`config.mk`:
```
export PLATFORM = sky130hd
export DESIGN_NAME = stim_vector_gen_flat
export DESIGN_NICKNAME = d
export VERILOG_FILES = /design/src/rtl/stim_vector_gen_pkg.sv /design/src/rtl/stim_vector_gen_if.sv /design/src/rtl/stim_vector_gen_lfsr32.sv /design/src/rtl/stim_vector_gen.sv /design/src/flat_wrapper.sv
export SDC_FILE = /design/constraint.sdc
export NUM_CORES = 1
export LEC_CHECK = 0
export ABC_AREA = 1
export CORE_ASPECT_RATIO = 0.7
export CORE_MARGIN = 8
export CORE_UTILIZATION = 40
export CTS_CLUSTER_DIAMETER = 200
export CTS_CLUSTER_SIZE = 14
export DETAILED_ROUTE_END_ITERATION = 16
export GPL_TIMING_DRIVEN = 0
export PLACE_DENSITY = 0.73
export SYNTH_ARGS = -nofsm -noshare
export SYNTH_HDL_FRONTEND = slang
export SYNTH_HIERARCHICAL = 1
export SYNTH_SLANG_ARGS = --single-unit
```
`constraint.sdc`:
```
create_clock -name clk -period 2.5 [get_ports clk]
set_input_delay 0.25 -clock clk [delete_from_list [all_inputs] [get_ports clk]]
set_output_delay 0.25 -clock clk [all_outputs]
set_load 0.02 [all_outputs]
```
`src/rtl/stim_vector_gen_pkg.sv`:
```
// Shared types, constants and helpers for the stimulus vector generator.
// Pure declarations: no clocked logic, no latency.
// No flow control here; users apply the helpers under their own handshake.
package stim_pkg;

    typedef enum logic [1:0] {
        STIM_RAND  = 2'd0,
        STIM_COUNT = 2'd1,
        STIM_WALK  = 2'd2,
        STIM_CONST = 2'd3
    } stim_mode_e;

    localparam logic [31:0] LFSR_MASK   = 32'h80200003;
    localparam logic [31:0] SEED_GOLDEN = 32'h9E3779B9;

    // One Galois step: shift right, fold the mask back in when a one falls out.
    function automatic logic [31:0] lfsr_next(input logic [31:0] r);
        logic [31:0] n;
        n = r >> 1;
        if (r[0]) n = n ^ LFSR_MASK;
        return n;
    endfunction

    // Per-channel seed decorrelation; zero would lock the LFSR so it becomes one.
    function automatic logic [31:0] chan_seed(input logic [31:0] seed, input int unsigned c);
        logic [31:0] s;
        s = seed ^ (32'(c) * SEED_GOLDEN);
        if (s == 32'h0) s = 32'h00000001;
        return s;
    endfunction

endpackage

```
`src/rtl/stim_vector_gen_if.sv`:
```
// Handshake bundle between the vector generator and its consumer/controller.
// Wires only, no latency.
// vec_valid/vec_ready carry the backpressure; control inputs are unqualified.
interface stim_vector_gen_if #(
    parameter int NUM_CH = 4,
    parameter int DATA_W = 32,
    parameter int CNT_W  = 16
) ();
    logic                       start;
    logic [1:0]                 mode;
    logic [31:0]                seed;
    logic [CNT_W-1:0]           num_vec;
    logic [NUM_CH*DATA_W-1:0]   vec_data;
    logic                       vec_valid;
    logic                       vec_ready;
    logic [CNT_W-1:0]           vec_idx;
    logic                       busy;
    logic                       done;

    modport master (
        input  start, mode, seed, num_vec, vec_ready,
        output vec_data, vec_valid, vec_idx, busy, done
    );

    modport slave (
        output start, mode, seed, num_vec, vec_ready,
        input  vec_data, vec_valid, vec_idx, busy, done
    );
endinterface

```
`src/rtl/stim_vector_gen_lfsr32.sv`:
```
// One 32-bit Galois LFSR channel with synchronous seed load and step enable.
// State updates one cycle after load/step; o_next is combinational lookahead.
// Holds its state whenever neither load nor step is asserted.
module stim_lfsr32
    import stim_pkg::*;
(
    input  logic        clk,
    input  logic        reset,
    input  logic        i_load,
    input  logic [31:0] i_seed,
    input  logic        i_step,
    output logic [31:0] o_next
);
    logic [31:0] r_state;

    // Load wins over step so a fresh run always starts from its seed.
    always_ff @(posedge clk or negedge reset) begin
        if (!reset) begin
            r_state <= 32'h00000001;
        end else if (i_load) begin
            r_state <= i_seed;
        end else if (i_step) begin
            r_state <= lfsr_next(r_state);
        end
    end

    assign o_next = lfsr_next(r_state);

endmodule

```
`src/rtl/stim_vector_gen.sv`:
```
// Multi-lane stimulus vector generator: random, counting, walking-one or constant lanes.
// Vector 0 is presented the cycle after an accepted start, then one vector per handshake.
// While vec_valid && !vec_ready the vector, index and LFSRs all hold.
module stim_vector_gen
    import stim_pkg::*;
#(
    parameter int NUM_CH = 4,
    parameter int DATA_W = 32,
    parameter int CNT_W  = 16
) (
    input  logic                 clk,
    input  logic                 reset,
    stim_vector_gen_if.master    bus
);
    localparam logic [0:0] S_IDLE = 1'b0;
    localparam logic [0:0] S_RUN  = 1'b1;

    logic [0:0]                 r_state;
    logic [CNT_W-1:0]           r_idx;
    logic [CNT_W-1:0]           r_num;
    stim_mode_e                 r_mode;
    logic [DATA_W-1:0]          r_const;
    logic [NUM_CH*DATA_W-1:0]   r_vec_data;
    logic                       r_valid;
    logic                       r_done;

    logic                       w_hs;
    logic                       w_last;
    logic                       w_load;
    logic [NUM_CH*DATA_W-1:0]   w_first_data;
    logic [NUM_CH*DATA_W-1:0]   w_step_data;
    logic [NUM_CH-1:0][31:0]    w_seed;
    logic [NUM_CH-1:0][31:0]    w_lfsr_next;

    // Lane value for a given mode/index; random lanes take the low bits of the LFSR.
    function automatic logic [DATA_W-1:0] lane_val(
        input stim_mode_e        m,
        input logic [CNT_W-1:0]  idx,
        input int                c,
        input logic [31:0]       lfsr,
        input logic [DATA_W-1:0] k
    );
        logic [31:0]       s;
        logic [DATA_W-1:0] one;
        logic [DATA_W-1:0] v;
        s      = 32'(idx) + 32'(c);
        one    = '0;
        one[0] = 1'b1;
        case (m)
            STIM_RAND:  v = lfsr[DATA_W-1:0];
            STIM_COUNT: v = s[DATA_W-1:0];
            STIM_WALK:  v = one << (s % 32'(DATA_W));
            default:    v = k;
        endcase
        return v;
    endfunction

    assign w_hs   = r_valid && bus.vec_ready;
    // Compare against the sampled count so the full counter range never wraps.
    assign w_last = (r_idx == (r_num - CNT_W'(1)));
    assign w_load = (r_state == S_IDLE) && bus.start && (bus.num_vec != '0);

    for (genvar c = 0; c < NUM_CH; c++) begin : g_ch
        assign w_seed[c] = chan_seed(bus.seed, c);

        stim_lfsr32 u_lfsr (
            .clk    (clk),
            .reset  (reset),
            .i_load (w_load),
            .i_seed (w_seed[c]),
            .i_step (w_hs),
            .o_next (w_lfsr_next[c])
        );

        // Vector 0 comes straight from the seeds; later vectors from the LFSR lookahead.
        assign w_first_data[c*DATA_W +: DATA_W] =
            lane_val(stim_mode_e'(bus.mode), {CNT_W{1'b0}}, c, w_seed[c], bus.seed[DATA_W-1:0]);
        assign w_step_data[c*DATA_W +: DATA_W] =
            lane_val(r_mode, r_idx + CNT_W'(1), c, w_lfsr_next[c], r_const);
    end

    // Run control: sample the job on start, advance on handshake, pulse done after the last one.
    always_ff @(posedge clk or negedge reset) begin
        if (!reset) begin
            r_state    <= S_IDLE;
            r_idx      <= '0;
            r_num      <= '0;
            r_mode     <= STIM_RAND;
            r_const    <= '0;
            r_vec_data <= '0;
            r_valid    <= 1'b0;
            r_done     <= 1'b0;
        end else begin
            r_done <= 1'b0;
            case (r_state)
                S_IDLE: begin
                    if (bus.start) begin
                        if (bus.num_vec == '0) begin
                            r_done <= 1'b1;
                        end else begin
                            r_state    <= S_RUN;
                            r_valid    <= 1'b1;
                            r_idx      <= '0;
                            r_num      <= bus.num_vec;
                            r_mode     <= stim_mode_e'(bus.mode);
                            r_const    <= bus.seed[DATA_W-1:0];
                            r_vec_data <= w_first_data;
                        end
                    end
                end
                default: begin
                    if (w_hs) begin
                        if (w_last) begin
                            r_state    <= S_IDLE;
                            r_valid    <= 1'b0;
                            r_done     <= 1'b1;
                            r_idx      <= '0;
                            r_vec_data <= '0;
                        end else begin
                            r_idx      <= r_idx + CNT_W'(1);
                            r_vec_data <= w_step_data;
                        end
                    end
                end
            endcase
        end
    end

    assign bus.vec_data  = r_vec_data;
    assign bus.vec_valid = r_valid;
    assign bus.vec_idx   = r_idx;
    assign bus.busy      = (r_state == S_RUN);
    assign bus.done      = r_done;

endmodule

```
`src/flat_wrapper.sv`:
```
// flat-port wrapper written by rule: the top's interface ports become plain ports
module stim_vector_gen_flat import stim_pkg::*;
#(
    parameter int NUM_CH = 4,
    parameter int DATA_W = 32,
    parameter int CNT_W  = 16
)
  (clk, reset, bus_start, bus_mode, bus_seed, bus_num_vec, bus_vec_ready, bus_vec_data, bus_vec_valid, bus_vec_idx, bus_busy, bus_done);
  stim_vector_gen_if #(.NUM_CH(NUM_CH), .DATA_W(DATA_W), .CNT_W(CNT_W)) bus_i ();
  input  logic clk;
  input  logic reset;
  input wire logic [$bits(bus_i.start)-1:0] bus_start;
  input wire logic [$bits(bus_i.mode)-1:0] bus_mode;
  input wire logic [$bits(bus_i.seed)-1:0] bus_seed;
  input wire logic [$bits(bus_i.num_vec)-1:0] bus_num_vec;
  input wire logic [$bits(bus_i.vec_ready)-1:0] bus_vec_ready;
  output wire logic [$bits(bus_i.vec_data)-1:0] bus_vec_data;
  output wire logic [$bits(bus_i.vec_valid)-1:0] bus_vec_valid;
  output wire logic [$bits(bus_i.vec_idx)-1:0] bus_vec_idx;
  output wire logic [$bits(bus_i.busy)-1:0] bus_busy;
  output wire logic [$bits(bus_i.done)-1:0] bus_done;
  assign bus_i.start = bus_start;
  assign bus_i.mode = bus_mode;
  assign bus_i.seed = bus_seed;
  assign bus_i.num_vec = bus_num_vec;
  assign bus_i.vec_ready = bus_vec_ready;
  assign bus_vec_data = bus_i.vec_data;
  assign bus_vec_valid = bus_i.vec_valid;
  assign bus_vec_idx = bus_i.vec_idx;
  assign bus_busy = bus_i.busy;
  assign bus_done = bus_i.done;
  stim_vector_gen #(.NUM_CH(NUM_CH), .DATA_W(DATA_W), .CNT_W(CNT_W)) u_core (.clk(clk), .reset(reset), .bus(bus_i));
endmodule
```
After elaboration in Yosys (flattened, before gate mapping)
Cells that the tools add are included.
{ "word_totals": {"register_bits": 325, "inputBits": 54, "output_inout_bits": 147, "word_cells": 103} }
{ "classes": {"n_addsub": 5, "n_eq_ne": 8, "shift": 4, "n_mux": 49, "n_bitwise": 9, "reduce_logical": 16} }
{ "op_table": {"columns": ["operator", "n"], "rows": [
  ["case mux 32 bit (3 select lines)", 8],
  ["two-way mux 128 bit", 5],
  ["two-way mux 32 bit", 16],
  ["zero test 32 bit", 4],
  ["left shift 1 x 5 -> 32 bit (first input constant)", 4],
  ["two-way mux 16 bit", 5],
  ["adder 16 x 2 -> 17 bit (second input constant)", 2],
  ["inverter 20 bit", 1],
  ["inverter 19 bit", 1],
  ["inverter 18 bit", 1],
  ["adder 16 x 1 -> 17 bit (second input constant)", 1],
  ["adder 16 x 1 -> 16 bit (second input constant)", 1],
  ["== test 16 bit", 1],
  ["zero test 16 bit", 1],
  ["inverter 3 -> 4 bit", 4],
  ["nonzero test 16 bit", 1],
  ["subtractor 16 x 1 -> 16 bit (second input constant)", 1],
  ["two-way mux 1 bit", 15],
  ["AND reduction 3 bit", 2],
  ["== test 2 x 1 -> 1 bit (second input constant)", 2],
  ["== test 2 bit (second input constant)", 2],
  ["zero test 2 bit", 2],
  ["!= test 2 bit (second input constant)", 2],
  ["AND reduction 4 bit", 1],
  ["4 further kinds", 8]
]} }

Logic depth before layout (Yosys ltp)
{ "depth": {"word_depth": 7, "mapped_depth": 19, "ltp_nobuf": 18} }

By module
The synthesis kept the hierarchy.
{ "by_module_without_submodules": {"columns": ["mod", "n_inst", "cells_per_inst", "area_each_um2", "seq_area_each_um2"], "rows": [
  ["stim_vector_gen", 1, 2349, 14884.3, 4929.7],
  ["stim_lfsr32", 4, 218, 1692.9, 802.0]
]} }

Least setup slack after synthesis
Ideal clock, no wire load.
{ "synth_timing": {"path_type": "reg-to-reg", "startpoint": "register u_core.r_idx[0] (netlist: u_core/bus.vec_idx[0])", "endpoint": "register u_core.r_vec_data[52] (netlist: u_core/bus.vec_data[52])", "setup_time_ps": 124, "t_arrival_ps": 2616, "required_time_ps": 2376, "slack_ps": -240, "path_stages_with_launch": 17, "path_buffers": 2, "period_less_slack_ps": 2740, "path_cell_list": "dfrtp_1 > ha_1 > nand2_1 > inv_1 > nor2_4 > buf_2 > ha_1 > inv_1 > nor2_1 > inv_1 > o21ai_2 > buf_2 > nor2_1 > a22oi_1 > a21oi_1 > nand2_1 > nand3_1"} }
{ "synth_via": {"elab_chain_cells": 7, "word_cells_on_any_way": 8, "classes_between": "add/sub: 2; eq/ne: 1; shift: 1; mux: 4"} }
{ "synth_rtl": {"columns": ["item", "line", "text"], "rows": [
  ["start, declared", "stim_vector_gen.sv:19", "logic [CNT_W-1:0] r_idx;"],
  ["start signal, assigned", "stim_vector_gen.sv:120", "r_idx <= r_idx + CNT_W'(1);"],
  ["adder 16 x 1 -> 16 bit", "stim_vector_gen.sv:79", "lane_val(r_mode, r_idx + CNT_W'(1), c, w_lfsr_next[c], r_const);"],
  ["adder 16 x 1 -> 17 bit", "stim_vector_gen.sv:46", "s = 32'(idx) + 32'(c);"],
  ["left shift 1 x 5 -> 32 bit", "stim_vector_gen.sv:52", "STIM_WALK: v = one << (s % 32'(DATA_W));"],
  ["case mux 32 bit (3 select lines)", "stim_vector_gen.sv:49", "case (m)"],
  ["two-way mux 128 bit (*)", "stim_vector_gen.sv:113", "if (w_last) begin"],
  ["two-way mux 128 bit (*)", "stim_vector_gen.sv:112", "if (w_hs) begin"],
  ["two-way mux 128 bit (*)", "stim_vector_gen.sv:95", "case (r_state)"],
  ["end signal, assigned", "stim_vector_gen.sv:107", "r_vec_data <= w_first_data;"],
  ["end signal, assigned", "stim_vector_gen.sv:121", "r_vec_data <= w_step_data;"],
  ["end, declared", "stim_vector_gen.sv:23", "logic [NUM_CH*DATA_W-1:0] r_vec_data;"]
]} }
Mark *: on every way between the ends. The rest lies on a longest branch, timed or not. The select of a mux whose other input is x is not followed.
A chain may end at the register's enable or synchronous reset.

Worst setup path in the final report
{ "layout_timing": {"startpoint": "register u_core.r_idx[0] (netlist: u_core/bus.vec_idx[0])", "endpoint": "register u_core.r_vec_data[36] (netlist: u_core/bus.vec_data[36])"} }
Same word-level chain as after synthesis.

==> impl_results.md <==
- Status: finished, violations left
- Failing checks: negative setup slack
- Clock root buffer: clkbuf_16
- Clock sinks: 325
- Insertion delay of the later-clocked pin in the worst-skew pair: 0.62 ns
- Clock-pin slew of the registers on the worst-case setup and hold paths: around 0.070 ns
- Areal power density over the cells: 336.2 mW/mm^2
- GR Util All Layers: 38.84%
- Dominant delay contributor by cell family on the critical path: compound AO/OA/AOI/OAI gates
- Highest cell delay on the worst timing path: around 0.76 ns
- Max Transition Viols Final: 0
- Maximum fanout along the worst path: 10
- First-pass GRT wire length: 172,500 um
- Asr flop ratio synth: between 90% and 100%
- Peak-usage layer in the global routing report: met1
- Fraction of final layout cells with drive strength greater than 1: 27.84%
- Fraction of the cycle the final worst path needs: 116.8%
- Worst flop-to-flop path startpoint: u_core/bus.vec_idx[0]
- Net count of the mapped netlist: roughly 3.3k
- Mean instance size in the synthesized netlist: approximately 6.7 um^2
- Met2 demand-to-capacity share in global routing: 49.75%
- Area share of the leading cell type in the synthesized netlist: 37.09%
- Post-DR vias/cell: 5.807
- Number of cells produced by synthesis: roughly 3.2k
- Crit path kind: reg -> reg
- Number of DRC violations after detailed-routing iteration 0: 3,585
- Area contributors post-synth: dfrtp_1, nand2_1, a21oi_1
- Post-layout util: 56.26%
- Part of the Yosys area used for sequential elements: around 38%
- Skew final: roughly 0.035 ns
- Core Rows: between 70 and 80
- Critical path launch point type: register
- Cell type with the highest aggregate area in the netlist: dfrtp_1
- Vias in the first global route: 22.54k
- Layout-stage area growth over the synthesis result: 39.17%
- Count of max-cap constraint violations: 0
- Global routing usage on met1: 57.11%
- Count of buffering cells on the critical path with inverters included: 4
- Initial antenna violation count: 4
- Multi-input combinational cell area: 0.01365 mm^2
- Hold Slack: between 0.08 and 0.09 ns
- R2R depth: 14
- Maximum clock rate: between 300 and 400 MHz
- Slowest library cell on the worst path: o211ai_1
- Arrival time worst endpoint: 3.44 ns
- Standby leakage power: 13.94 nW
- NumNets Final: 3,647
- Max transition margin: roughly 28%
- Fin crit period: 2.919 ns
- Final number of setup-violating endpoints: 86
- Routed length per instance: a little under 30 um
- Effective utilization at floorplan: 40.43%
- CTS tree: yes
- I/O pin count: 201
- Area of the mapped netlist: 0.02166 mm^2
- Number of detailed-route iterations in the first pass: 6
- Maximum resistive drop on vdd: 471.3 uV
- Sum of net half-perimeters after detailed placement: 99,490 um
- Unrepaired setup endpoints after global routing: true
- Synthesis warning total: 6
- H-tree depth reported by CTS: 1
- CTS Buffer Depth: 3
- DRT antenna net count: 0
- Worst EP required: 3.02 ns
- Die span in x: 294.1 um
- DRC violation count after routing: 0
- Number of flops mapped to enable cells by yosys: 0
- Worst setup endpoint: u_core/bus.vec_data[36]
- Final routed wirelength across all metal layers: 126,800 um
- Type of the tightest min-delay check: in -> async
- Cell variety after synth: 46
- Post-synth top flop: dfrtp_1
- Reg2reg end: u_core/bus.vec_data[36]
- Slew of the pin with the lowest slew margin: 1.086 ns
- Weighted congestion reported at the end of routability-driven placement: 1.063
- Number of buffers added on ports: 197
- Total area of sequential cells: 0.008150 mm^2
- Std-Cell Core Area: ~0.054 mm^2
- Category of the worst setup path capture point: register
- Vertical die dimension: ~210 um
- Yosys reg bits: 325
- Maximum number of pins on one net before global-route repair: between 100 and 150
- CP Launch Point: u_core/bus.vec_idx[0]
- Via count: 25.15k
- Setup slack of the critical path after layout: -0.4192 ns
- Die Outline Area: 0.06196 mm^2
- Global Route met3 Usage: 19.53%
- Grt total ovfl: 0
- Hold violation count in the final report: 0
- Total of fill cells in the finished design: 5,140
- Number of clock buffers inserted by TritonCTS: 27
- Cells traversed along the worst timing path: ha_4 > nand2_4 > inv_4 > nor2_4 > buf_4 > nand3_4 > nor2_1 > nand2_1 > nand2_4 > inv_8 > buf_8 > o211ai_1 > nand2_1 > a21oi_1
- Register-to-Register Setup Slack: -0.42 ns
- Instance count on the critical path: 14
## flip-flops by register name (all words and copies together), names as in the netlist
signal                      flops
u_core/bus.vec_valid            1
u_core/bus.vec_idx             16
u_core/bus.done                 1
u_core/bus.vec_data           128
u_core/r_const                 32
u_core/r_num                   16
u_core/r_mode                   2
u_core/bus.busy                 1
u_core/g_ch.u_lfsr/r_state    128
## placed cells by master (no fill, tap or decap), types with 8 or more instances in the layout
| cell type | n |
|---|---|
| dfrtp_2 | 10 |
| nand3_4 | 20 |
| and2_1 | 12 |
| buf_12 | 19 |
| a21oi_1 | 208 |
| dfrtp_1 | 311 |
| clkbuf_16 | 33 |
| nand3_1 | 224 |
| a21oi_4 | 49 |
| nor2_1 | 251 |
| nand2_2 | 104 |
| nand2_4 | 42 |
| nor2_2 | 42 |
| buf_2 | 27 |
| buf_8 | 15 |
| o21ai_1 | 19 |
| o21ai_0 | 92 |
| nor2_4 | 91 |
| a21oi_2 | 85 |
| buf_6 | 36 |
| ha_4 | 8 |
| buf_4 | 215 |
| inv_4 | 8 |
| a22oi_1 | 12 |
| inv_2 | 19 |
| nand4_1 | 53 |
| clkdlybuf4s50_1 | 193 |
| clkbuf_1 | 129 |
| clkbuf_2 | 38 |
| nand2_1 | 844 |
| nor3_1 | 12 |
| a22oi_2 | 11 |
| nor4_1 | 10 |
| inv_1 | 174 |
| o211ai_1 | 18 |
| nand3_2 | 54 |
## through the flow
| stage | cell area [um^2] | power [mW] | setup TNS (ns) | std cells | worst slack [ns] |
|---|---|---|---|---|---|
| after global placement | 24560 | 5.929 | -4736.40 | 4148 | -15.19 |
| after floorplan | 21670 | 5.496 | 0 | 3221 | 0.009310 |
| after global routing | 30130 | 10.34 | -20.65 | 4329 | -0.3913 |
| after CTS | 27920 | 10.12 | -8.522 | 4260 | -0.3219 |
| final | 30140 | 10.13 | -14.26 | 4331 | -0.4192 |
| after detailed placement | 24640 | 5.936 | -227.77 | 4151 | -1.455 |
## how the worst min path moves through the flow
| stage | start | end | slack [ns] | cells after the start |
|---|---|---|---|---|
| 6_report | reset | u_core/r_num[14] | 0.09 | 2 |
| 4_1_cts | reset | u_core/g_ch[3].u_lfsr/r_state[6] | 0.07 | 2 |
| 5_1_grt | reset | u_core/r_num[14] | 0.08 | 2 |
| 3_3_place_gp | u_core/r_const[8] | u_core/r_const[8] | 0.47 | 2 |
| 2_1_floorplan | reset | u_core/bus.busy | -0.05 | 0 |
| 3_5_place_dp | reset | u_core/r_num[14] | 0.12 | 1 |
## cell usage after synthesis, types with 4 or more instances
master,instances
o21ai_1,8
nand3b_1,4
nor2_2,21
nand2_2,19
xor2_1,7
clkinv_1,4
a22oi_1,23
a31oi_1,9
buf_2,42
buf_6,7
a21oi_1,342
dfrtp_1,321
inv_1,196
nand4_1,53
nor3_1,22
nand2_1,967
o2111ai_1,5
ha_1,13
nand3_2,5
and2_1,12
o211ai_1,18
buf_4,137
inv_2,16
nand2_4,9
nor2_4,26
o21ai_0,113
nand3_1,291
clkbuf_1,158
nor2_1,337
dfstp_2,4
nor4_1,10
## what timing repair did
action,in CTS,in global routing
pin swaps,147,224
gates resized for setup,510,448
hold buffers,1,0
endpoints found under the setup margin,285,238
hold endpoints to repair,217,0
cloned,2,6
buffers inserted,58,68
## worst reg2reg max path: cells and delay by family (launching register included)
family / cells / cell delay [ns]
AO/OA/AOI/OAI: 2 / 0.91
AND/OR/NAND/NOR: 7 / 0.85
flip-flops: 1 / 0.46
buffers and inverters: 4 / 0.42
adder cells (fa/ha/maj): 1 / 0.21
## power breakdown
group | internal [mW] | switching, mW
registers | 5.25 | 0
clock network | 2.04 | 2.22
logic | 0.140 | 0.483
total | 7.43 | 2.70
## cell type report
class / instances / area share, %
antenna: 2 / 0.01661
buffer: 346 / 7.543
clock buffer: 46 / 2.479
clock inverter: 2 / 0.08303
inverter: 218 / 3.155
multi-input combinational: 2332 / 45.29
sequential: 325 / 27.04
tap: 730 / 3.031
timing repair buffer: 330 / 11.36
## cells by family (layout without fill, tap and decap cells)
kind of cell | Yosys count | after routing | synth area share (%)
simple gates | 1782 | 1782 | 35.71
buf+inv | 564 | 942 | 12.65
compound gates | 527 | 527 | 12.91
flops | 325 | 325 | 37.58
fa+ha+maj | 13 | 13 | 0.7511
xor+xnor | 10 | 10 | 0.4045
other cells | 0 | 2 | 0
## metal layers
metal  vias up  share of wire [%]
met3       226                 17
met4         6                2.9
met2      1733                 37
met5         -              0.028
met1     12176                 43
li1      11010                  -
No activity file was read; power rests on OpenSTA's default activity.
